File: src/rtl/regfile_pkg.sv
// Shared defaults for the scoreboarded register file.
package regfile_pkg;

  localparam int RF_DATA_W   = 32;
  localparam int RF_ADDR_W   = 5;
  localparam int RF_ZERO_REG = 0;

endpackage : regfile_pkg

File: src/rtl/regfile_sb_rf_read_port.sv
// One combinational read port: zero-register check, W0/W1 bypass priority
// and busy qualification against the scoreboard bit of the addressed register.
module rf_read_port
  import regfile_pkg::*;
#(
  parameter int DATA_W = RF_DATA_W,
  parameter int ADDR_W = RF_ADDR_W
) (
  input  logic              in_rst,
  input  logic              in_rd_ena,
  input  logic [ADDR_W-1:0] in_rd_addr,
  input  logic              in_w0_ena,
  input  logic [ADDR_W-1:0] in_w0_addr,
  input  logic [DATA_W-1:0] in_w0_data,
  input  logic              in_w1_ena,
  input  logic [ADDR_W-1:0] in_w1_addr,
  input  logic [DATA_W-1:0] in_w1_data,
  input  logic [DATA_W-1:0] in_mem_data,
  input  logic              in_busy,
  output logic [DATA_W-1:0] out_rd_data,
  output logic              out_rd_busy
);

  logic w_active;
  logic w_w0_hit;
  logic w_w1_hit;

  assign w_active = !in_rst && in_rd_ena && (in_rd_addr != ADDR_W'(RF_ZERO_REG));
  assign w_w0_hit = in_w0_ena && (in_w0_addr == in_rd_addr);
  assign w_w1_hit = in_w1_ena && (in_w1_addr == in_rd_addr);

  // Data select: W0 bypass beats W1 bypass beats the stored value.
  always_comb begin
    out_rd_data = '0;
    if (w_active) begin
      if (w_w0_hit)      out_rd_data = in_w0_data;
      else if (w_w1_hit) out_rd_data = in_w1_data;
      else               out_rd_data = in_mem_data;
    end
  end

  // A write-back landing this cycle resolves the hazard through the bypass.
  assign out_rd_busy = w_active && in_busy && !w_w0_hit && !w_w1_hit;

endmodule : rf_read_port

File: src/rtl/regfile_sb.sv
// Scoreboarded register file: NUM_RD bypassed read ports, two write-back
// ports (W0 ALU, W1 load, W0 wins on collision), per-register busy bits
// driving the decode stall, and a registered debug tap.
module regfile_sb
  import regfile_pkg::*;
#(
  parameter int DATA_W = RF_DATA_W,
  parameter int ADDR_W = RF_ADDR_W,
  parameter int NUM_RD = 2
) (
  input  logic                     in_clk,
  input  logic                     in_rst,
  input  logic [NUM_RD*ADDR_W-1:0] in_rd_addr,
  input  logic [NUM_RD-1:0]        in_rd_ena,
  output logic [NUM_RD*DATA_W-1:0] out_rd_data,
  output logic [NUM_RD-1:0]        out_rd_busy,
  output logic                     out_stall,
  input  logic                     in_w0_ena,
  input  logic [ADDR_W-1:0]        in_w0_addr,
  input  logic [DATA_W-1:0]        in_w0_data,
  input  logic                     in_w1_ena,
  input  logic [ADDR_W-1:0]        in_w1_addr,
  input  logic [DATA_W-1:0]        in_w1_data,
  input  logic                     in_iss_ena,
  input  logic [ADDR_W-1:0]        in_iss_addr,
  input  logic                     in_flush,
  input  logic [ADDR_W-1:0]        in_dbg_addr,
  output logic [DATA_W-1:0]        out_dbg_data,
  output logic                     out_wr_conflict
);

  localparam int DEPTH = 2 ** ADDR_W;

  logic [DATA_W-1:0] r_mem [DEPTH];
  logic [DEPTH-1:0]  r_busy;
  logic              r_wr_conflict;
  logic [DATA_W-1:0] r_dbg;

  logic              w_w0_we;
  logic              w_w1_we;
  logic              w_iss_we;
  logic              w_conflict;
  logic [DATA_W-1:0] w_dbg_next;

  // Effective write enables; W1 is dropped when W0 owns the same register.
  assign w_w0_we    = in_w0_ena && (in_w0_addr != ADDR_W'(RF_ZERO_REG));
  assign w_conflict = w_w0_we && in_w1_ena && (in_w1_addr == in_w0_addr);
  assign w_w1_we    = in_w1_ena && (in_w1_addr != ADDR_W'(RF_ZERO_REG)) && !w_conflict;
  assign w_iss_we   = in_iss_ena && (in_iss_addr != ADDR_W'(RF_ZERO_REG));

  // Register array update.
  always_ff @(posedge in_clk or posedge in_rst) begin
    if (in_rst) begin
      for (int i = 0; i < DEPTH; i++) r_mem[i] <= '0;
    end else begin
      if (w_w0_we) r_mem[in_w0_addr] <= in_w0_data;
      if (w_w1_we) r_mem[in_w1_addr] <= in_w1_data;
    end
  end

  // Scoreboard: flush beats issue, issue (younger producer) beats write-back clear.
  always_ff @(posedge in_clk or posedge in_rst) begin
    if (in_rst) begin
      r_busy <= '0;
    end else begin
      r_busy[0] <= 1'b0;
      for (int i = 1; i < DEPTH; i++) begin
        if (in_flush)
          r_busy[i] <= 1'b0;
        else if (w_iss_we && (in_iss_addr == ADDR_W'(i)))
          r_busy[i] <= 1'b1;
        else if ((w_w0_we && (in_w0_addr == ADDR_W'(i))) ||
                 (w_w1_we && (in_w1_addr == ADDR_W'(i))))
          r_busy[i] <= 1'b0;
      end
    end
  end

  // Debug tap shows the array as it stands after this edge's writes.
  always_comb begin
    w_dbg_next = r_mem[in_dbg_addr];
    if (in_dbg_addr == ADDR_W'(RF_ZERO_REG))             w_dbg_next = '0;
    else if (w_w0_we && (in_w0_addr == in_dbg_addr)) w_dbg_next = in_w0_data;
    else if (w_w1_we && (in_w1_addr == in_dbg_addr)) w_dbg_next = in_w1_data;
  end

  // Registered conflict pulse and debug tap.
  always_ff @(posedge in_clk or posedge in_rst) begin
    if (in_rst) begin
      r_wr_conflict <= 1'b0;
      r_dbg         <= '0;
    end else begin
      r_wr_conflict <= w_conflict;
      r_dbg         <= w_dbg_next;
    end
  end

  assign out_wr_conflict = r_wr_conflict;
  assign out_dbg_data    = r_dbg;

  // Read ports.
  for (genvar k = 0; k < NUM_RD; k++) begin : g_rd
    logic [ADDR_W-1:0] w_addr;
    assign w_addr = in_rd_addr[k*ADDR_W +: ADDR_W];

    rf_read_port #(
      .DATA_W (DATA_W),
      .ADDR_W (ADDR_W)
    ) u_port (
      .in_rst      (in_rst),
      .in_rd_ena   (in_rd_ena[k]),
      .in_rd_addr  (w_addr),
      .in_w0_ena   (w_w0_we),
      .in_w0_addr  (in_w0_addr),
      .in_w0_data  (in_w0_data),
      .in_w1_ena   (w_w1_we),
      .in_w1_addr  (in_w1_addr),
      .in_w1_data  (in_w1_data),
      .in_mem_data (r_mem[w_addr]),
      .in_busy     (r_busy[w_addr]),
      .out_rd_data (out_rd_data[k*DATA_W +: DATA_W]),
      .out_rd_busy (out_rd_busy[k])
    );
  end

  assign out_stall = |out_rd_busy;

endmodule : regfile_sb

File: config.mk
export PLATFORM = sky130hd
export DESIGN_NAME = regfile_sb
export DESIGN_NICKNAME = d
export VERILOG_FILES = /design/src/rtl/regfile_pkg.sv /design/src/rtl/regfile_sb_rf_read_port.sv /design/src/rtl/regfile_sb.sv
export SDC_FILE = /design/constraint.sdc
export NUM_CORES = 2
export LEC_CHECK = 0
export CORE_ASPECT_RATIO = 1.2
export CORE_UTILIZATION = 41
export CTS_CLUSTER_SIZE = 14
export DETAILED_ROUTE_END_ITERATION = 10
export PLACE_DENSITY = 0.58
export RECOVER_POWER = 25
export REMOVE_ABC_BUFFERS = 1
export SLEW_MARGIN = 20
export SYNTH_ARGS = -nofsm -noshare
export SYNTH_HDL_FRONTEND = slang
export SYNTH_SLANG_ARGS = --single-unit
File: constraint.sdc
create_clock -name in_clk -period 53.4 [get_ports in_clk]
set_clock_uncertainty 0.1 [all_clocks]
set_input_delay 10.68 -clock in_clk [delete_from_list [all_inputs] [get_ports in_clk]]
set_output_delay 10.68 -clock in_clk [all_outputs]
set_load 0.005 [all_outputs]
### Word-level counts from Yosys, hierarchy flattened

Index checks and enable logic that the tools add are counted.

* bitwise operators: 5
* eq/ne operators: 100
* reductions and logical operators: 192
* magnitude comparators: 9
* muxes and demuxes: 123

Operators by type and width (count)
* $bwmux W1024: 2
* $mux W1024: 2
* $mux W32: 17
* $bmux W32 S5: 3
* $demux W32 S5: 2
* $eq A5 B5 Y1 const B: 48
* $eq A5 B4 Y1 const B: 24
* $logic_and A1 B1 Y1: 117
* $mux W1: 95
* $reduce_bool A3 Y1: 31
* $eq A5 B3 Y1 const B: 12
* $eq A5 B5 Y1: 7
* $logic_or A1 B1 Y1: 31
* $eq A5 B2 Y1 const B: 6
* $ge A6 B6 Y1 const B: 5
* $not A5 Y6: 5
* $reduce_bool A5 Y1: 5
* $eq A5 B1 Y1 const B: 3
* $lt A5 B6 Y1 const B: 2
* $lt A6 B1 Y1 const B: 2
* $bmux W1 S5: 2
* $logic_not A1 Y1: 6
* $logic_not A5 Y1: 1
* $reduce_or A2 Y1: 1

* output and inout port bits: 100
* bits of input ports: 102
* register bits: 1088
* word-level logic and storage cells: 494

### Logic depth before layout (Yosys ltp)

* depth after elaboration: 11
* mapped depth: 11
* mapped depth without buffers: 6

### Modules after synthesis

Synthesis repeated with hierarchy kept, for this count alone.

* cells, all modules: 6800
* area, all modules: 76737.3 um^2

Modules (own cells, without submodules)
* regfile_sb: cells each 6442, area each 74097.3 um^2, instances 1, sequential area each 27226.1 um^2
* rf_read_port: cells each 179, area each 1320.0 um^2, instances 2, sequential area each 0.0 um^2

### Worst setup path before layout

Ideal clock, no wire load.

* path type: input-to-output
* from: in in_rst
* to: out out_rd_data[32]
* stages: 6
* buffers on the path: 1
* arrival time: 36.707 ns
* setup slack: 5.913 ns
* required time: 42.620 ns
* cell sequence: inv_1 > o311a_1 > nor4b_1 > clkbuf_1 > a22oi_1 > o21ai_0

* word-level cells in the longest chain between the ends: 4

RTL lines
* from (decl): line regfile_sb.sv:12 `input logic in_rst,`
* $logic_not A1 Y1: line regfile_sb_rf_read_port.sv:28 `assign w_active = !in_rst && in_rd_ena && (in_rd_addr != ADDR_W'(RF_ZERO_REG));`
* $logic_and A1 B1 Y1 (2 in a row): line regfile_sb_rf_read_port.sv:28
* $mux W32: line regfile_sb_rf_read_port.sv:35 `if (w_active) begin`
* to (decl): line regfile_sb.sv:15 `output logic [NUM_RD*DATA_W-1:0] out_rd_data,`

No other way between the ends.

### Final worst setup path

* from: in in_rst
* to: out out_rd_data[45]

Same word-level chain as after synthesis.

==> flow_metrics.env <==
export IMPL_status="complete, but fails checks"
export IMPL_violations="max-capacitance violations, max-slew violations"
export IMPL_synth_ff_latch_count=1088
export IMPL_seq_area_frac_synth=0.3638
export IMPL_ys_warn_count=0
export IMPL_yosys_area_top_type="dfrtp_1"
export IMPL_crit_arrival_ps=18460
export IMPL_synth_area_top_cells="dfrtp_1 36%, mux4_2 22%, mux2i_1 12%, a21oi_1 3.6%, o21ai_0 3.4%"
export IMPL_io_pins=202
export IMPL_root_buffer="clkbuf_16"
export IMPL_grt_use_total=0.3630
export IMPL_max_freq_mhz=34.21
export IMPL_wl_um=339300
export IMPL_ir_worst_vdd_mv=0.02526
export IMPL_preCtsSetupSlack_ps=26750
export IMPL_via_count=65690
export IMPL_comb_power_share=0.278
export IMPL_antenna_found_initial=13
export IMPL_cts_num_sinks=1088
export IMPL_crit_path_start_kind="input pin"
export IMPL_grt_pass1_vias=62630
export IMPL_rsz0062_at_grt="no"
export IMPL_cts_tree="built"
export IMPL_ant_nets=0
export IMPL_path_buf_inv=4
export IMPL_post_route_drc_count=0
export IMPL_finalSetupViolCount=0
export IMPL_cap_violations=7
export IMPL_wl_per_cell_um=36.58
export IMPL_path_class="input pin to primary output"
export IMPL_hold_viol_final=0
export IMPL_slew_viol_final=647
export IMPL_sequentialPowerShare=0.424
export IMPL_cts_made_buffers=118
export IMPL_core_area_mm2=0.1810
export IMPL_final_nets=6850
export IMPL_clock_power_share=0.298
export IMPL_fin_cells=9275
export IMPL_postLayoutCoreUtil=0.4559
export IMPL_hold_class="flop to flop"
export IMPL_dp_hpwl_um=190300
export IMPL_cp_top_family="buffers and inverters"
export IMPL_fp_dieH_um=470.0
export IMPL_power_uw=2979
export IMPL_drive_gt1_frac=0.2004
export IMPL_clk_latency_ps=790
export IMPL_gp_congestion=0.9416
export IMPL_synth_top_area_frac=0.3638
export IMPL_fin_crit_ps=29240
export IMPL_grt_pass1_wl_um=478700
export IMPL_ys_flop_type="dfrtp_1"
export IMPL_syn_area_mm2=0.07483
export IMPL_drt_iter0_drc=10450
export IMPL_grt_start_max_net_pins=156
export IMPL_power_density_mw_per_mm2=36.10
export IMPL_cp_end_kind="primary output"
export IMPL_initial_utilization=0.4134
export IMPL_synthCells=7095
export IMPL_switching_power_uw=974.3
export IMPL_dpl_cell_count=9049
export IMPL_drt_first_pass_iters=8
export IMPL_io_buffers=201
export IMPL_area_growth_pct=10.27
export IMPL_worstPathRequired_ps=42620
export IMPL_max_stage_delay_ps=3870
export IMPL_sw_frac_of_total=0.3271
export IMPL_cp_cell_sequence="dlygate4sd3_1 > clkinvlp_2 > o311a_1 > o31a_1 > o21ai_4 > buf_4 > o21ai_0 > clkdlybuf4s50_1"
export IMPL_synth_edf_count=0
export IMPL_grt_ovfl_total=0
export IMPL_nFillCells=16780
export IMPL_slowest_stage="clkinvlp_2"
export IMPL_clk_pin_slew_worst_paths_ps=60
export IMPL_cts_buffer_depth=3
export IMPL_cts_hold_fix_buffers=0
export IMPL_post_cts_buffers=0
export IMPL_fp_row_count=171
export IMPL_fin_crit_sh=0.5475
export IMPL_die_w_um=392.0
export IMPL_yosys_cell_types_count=65
export IMPL_worst_pin_slew_ps=8937
export IMPL_p_leak_uw=0.03332
export IMPL_cts_resized=0
export IMPL_h_tree_depth=3
export IMPL_viasPerCell=7.082
export IMPL_dieArea_mm2=0.1842
export IMPL_setup_ws_ps=24160
export IMPL_setup_tns_ps=0
export IMPL_intPower_uw=2004
export IMPL_syn_area_per_cell_um2=10.55
export IMPL_async_reset_ff_frac=1.000
export IMPL_crit_fanout=107
export IMPL_slew_headroom=-4.958
-- final cells by class --
cell class,count,area (um2),area share
clock buffer,164,3438,0.04167
timing repair buffer,454,3955,0.04793
clock inverter,53,608.1,0.007369
sequential,1088,27230,0.3299
inverter,4,16.27,0.0001971
antenna,8,20.02,0.0002426
multi-input combinational,5082,44230,0.5359
tap,2422,3030,0.03672
-- power groups by stage --
stage,clock network [uW],registers (uW),logic (uW)
final,888,1260,829
after global routing,918,1280,890
after CTS,889,1250,821
after detailed placement,0,1260,818
after global placement,0,1250,800
after floorplan,0,1180,590
-- synth_stat cells (all sizes together), types with 87 or more instances --
| library cell | number |
|---|---|
| a22oi | 104 |
| o22ai | 250 |
| dfrtp | 1088 |
| nand2 | 641 |
| a31oi | 98 |
| o21ai | 556 |
| mux4 | 718 |
| a211oi | 111 |
| a21oi | 539 |
| buf | 385 |
| nor2b | 111 |
| nor2 | 582 |
| mux2 | 87 |
| clkbuf | 536 |
| mux2i | 904 |
-- cell usage in the layout, fill, tap and decap left out, types with 12 or more instances in the layout --
cell type	n
buf_4	246
a31oi_1	98
mux4_2	718
clkinv_2	31
clkdlybuf4s50_1	156
clkbuf_16	120
a211oi_1	111
mux2_2	87
nand3_1	34
dfrtp_1	1088
a221o_1	27
nand2_2	12
dlygate4sd3_1	35
o221ai_1	31
nand2_1	620
clkbuf_8	27
xnor2_1	19
xor2_1	16
o22ai_1	250
nor4_1	27
nor3_2	18
bufinv_16	12
o22a_1	28
nor2_4	16
nor2b_1	109
a21oi_1	539
nand4b_1	15
mux2i_1	904
or4_1	33
clkbuf_1	23
nand3_4	13
nor3_1	13
nor2_1	565
a22oi_1	104
o21ai_1	51
o21ai_0	503
-- through the flow --
stage	hold WS [ps]	instance area (um2)
floorplan	281.2	70890
global placement	297.5	78450
detailed placement	308.4	78480
CTS	321.9	82520
global route	342.5	82500
finish	326.1	82520
-- logic make-up after synthesis --
logic type	share of synthesized area
compound gates	0.1367
mux	0.3501
simple gates	0.09235
flops	0.3638
buf+inv	0.05289
xor+xnor	0.004096
-- worst paths after layout --
kind                                              end  depth (start not counted)                 start  slack (ps)
max                                   out_rd_data[45]                          8                in_rst       24160
min reg2reg                      r_mem[999]$_DFF_PP0_                          0  r_mem[999]$_DFF_PP0_         330
min                              r_mem[999]$_DFF_PP0_                          0  r_mem[999]$_DFF_PP0_         330
max reg2reg                 out_dbg_data[0]$_DFF_PP0_                          5  r_mem[512]$_DFF_PP0_       51170
max in group asynchronous        r_mem[750]$_DFF_PP0_                          6                in_rst       24580
min in group asynchronous  out_dbg_data[12]$_DFF_PP0_                          2                in_rst       11870
-- worst reg2reg max path: stages, from the launching register on --
cell and delay [ps]:
dfrtp_1 420, mux4_2 490, mux2i_1 150, a21oi_1 80, o21ai_0 720, o21ai_1 130
-- flip-flops by register name, indices dropped and copies added (netlist names) --
name / flops
r_mem: 1024
out_dbg_data: 32
r_busy: 31
out_wr_conflict: 1
-- per-layer routing --
| metal | wire length [um] | track usage | vias up | share of wire |
|---|---|---|---|---|
| met5 | 21 | 0 | - | 0.000062 |
| met2 | 143100 | 0.5132 | 5434 | 0.42 |
| met4 | 25940 | 0.2387 | 4 | 0.076 |
| met3 | 46590 | 0.1143 | 1299 | 0.14 |
| met1 | 123700 | 0.4765 | 32970 | 0.36 |
| li1 | - | - | 25980 | - |
No activity file was read; power rests on OpenSTA's default activity.
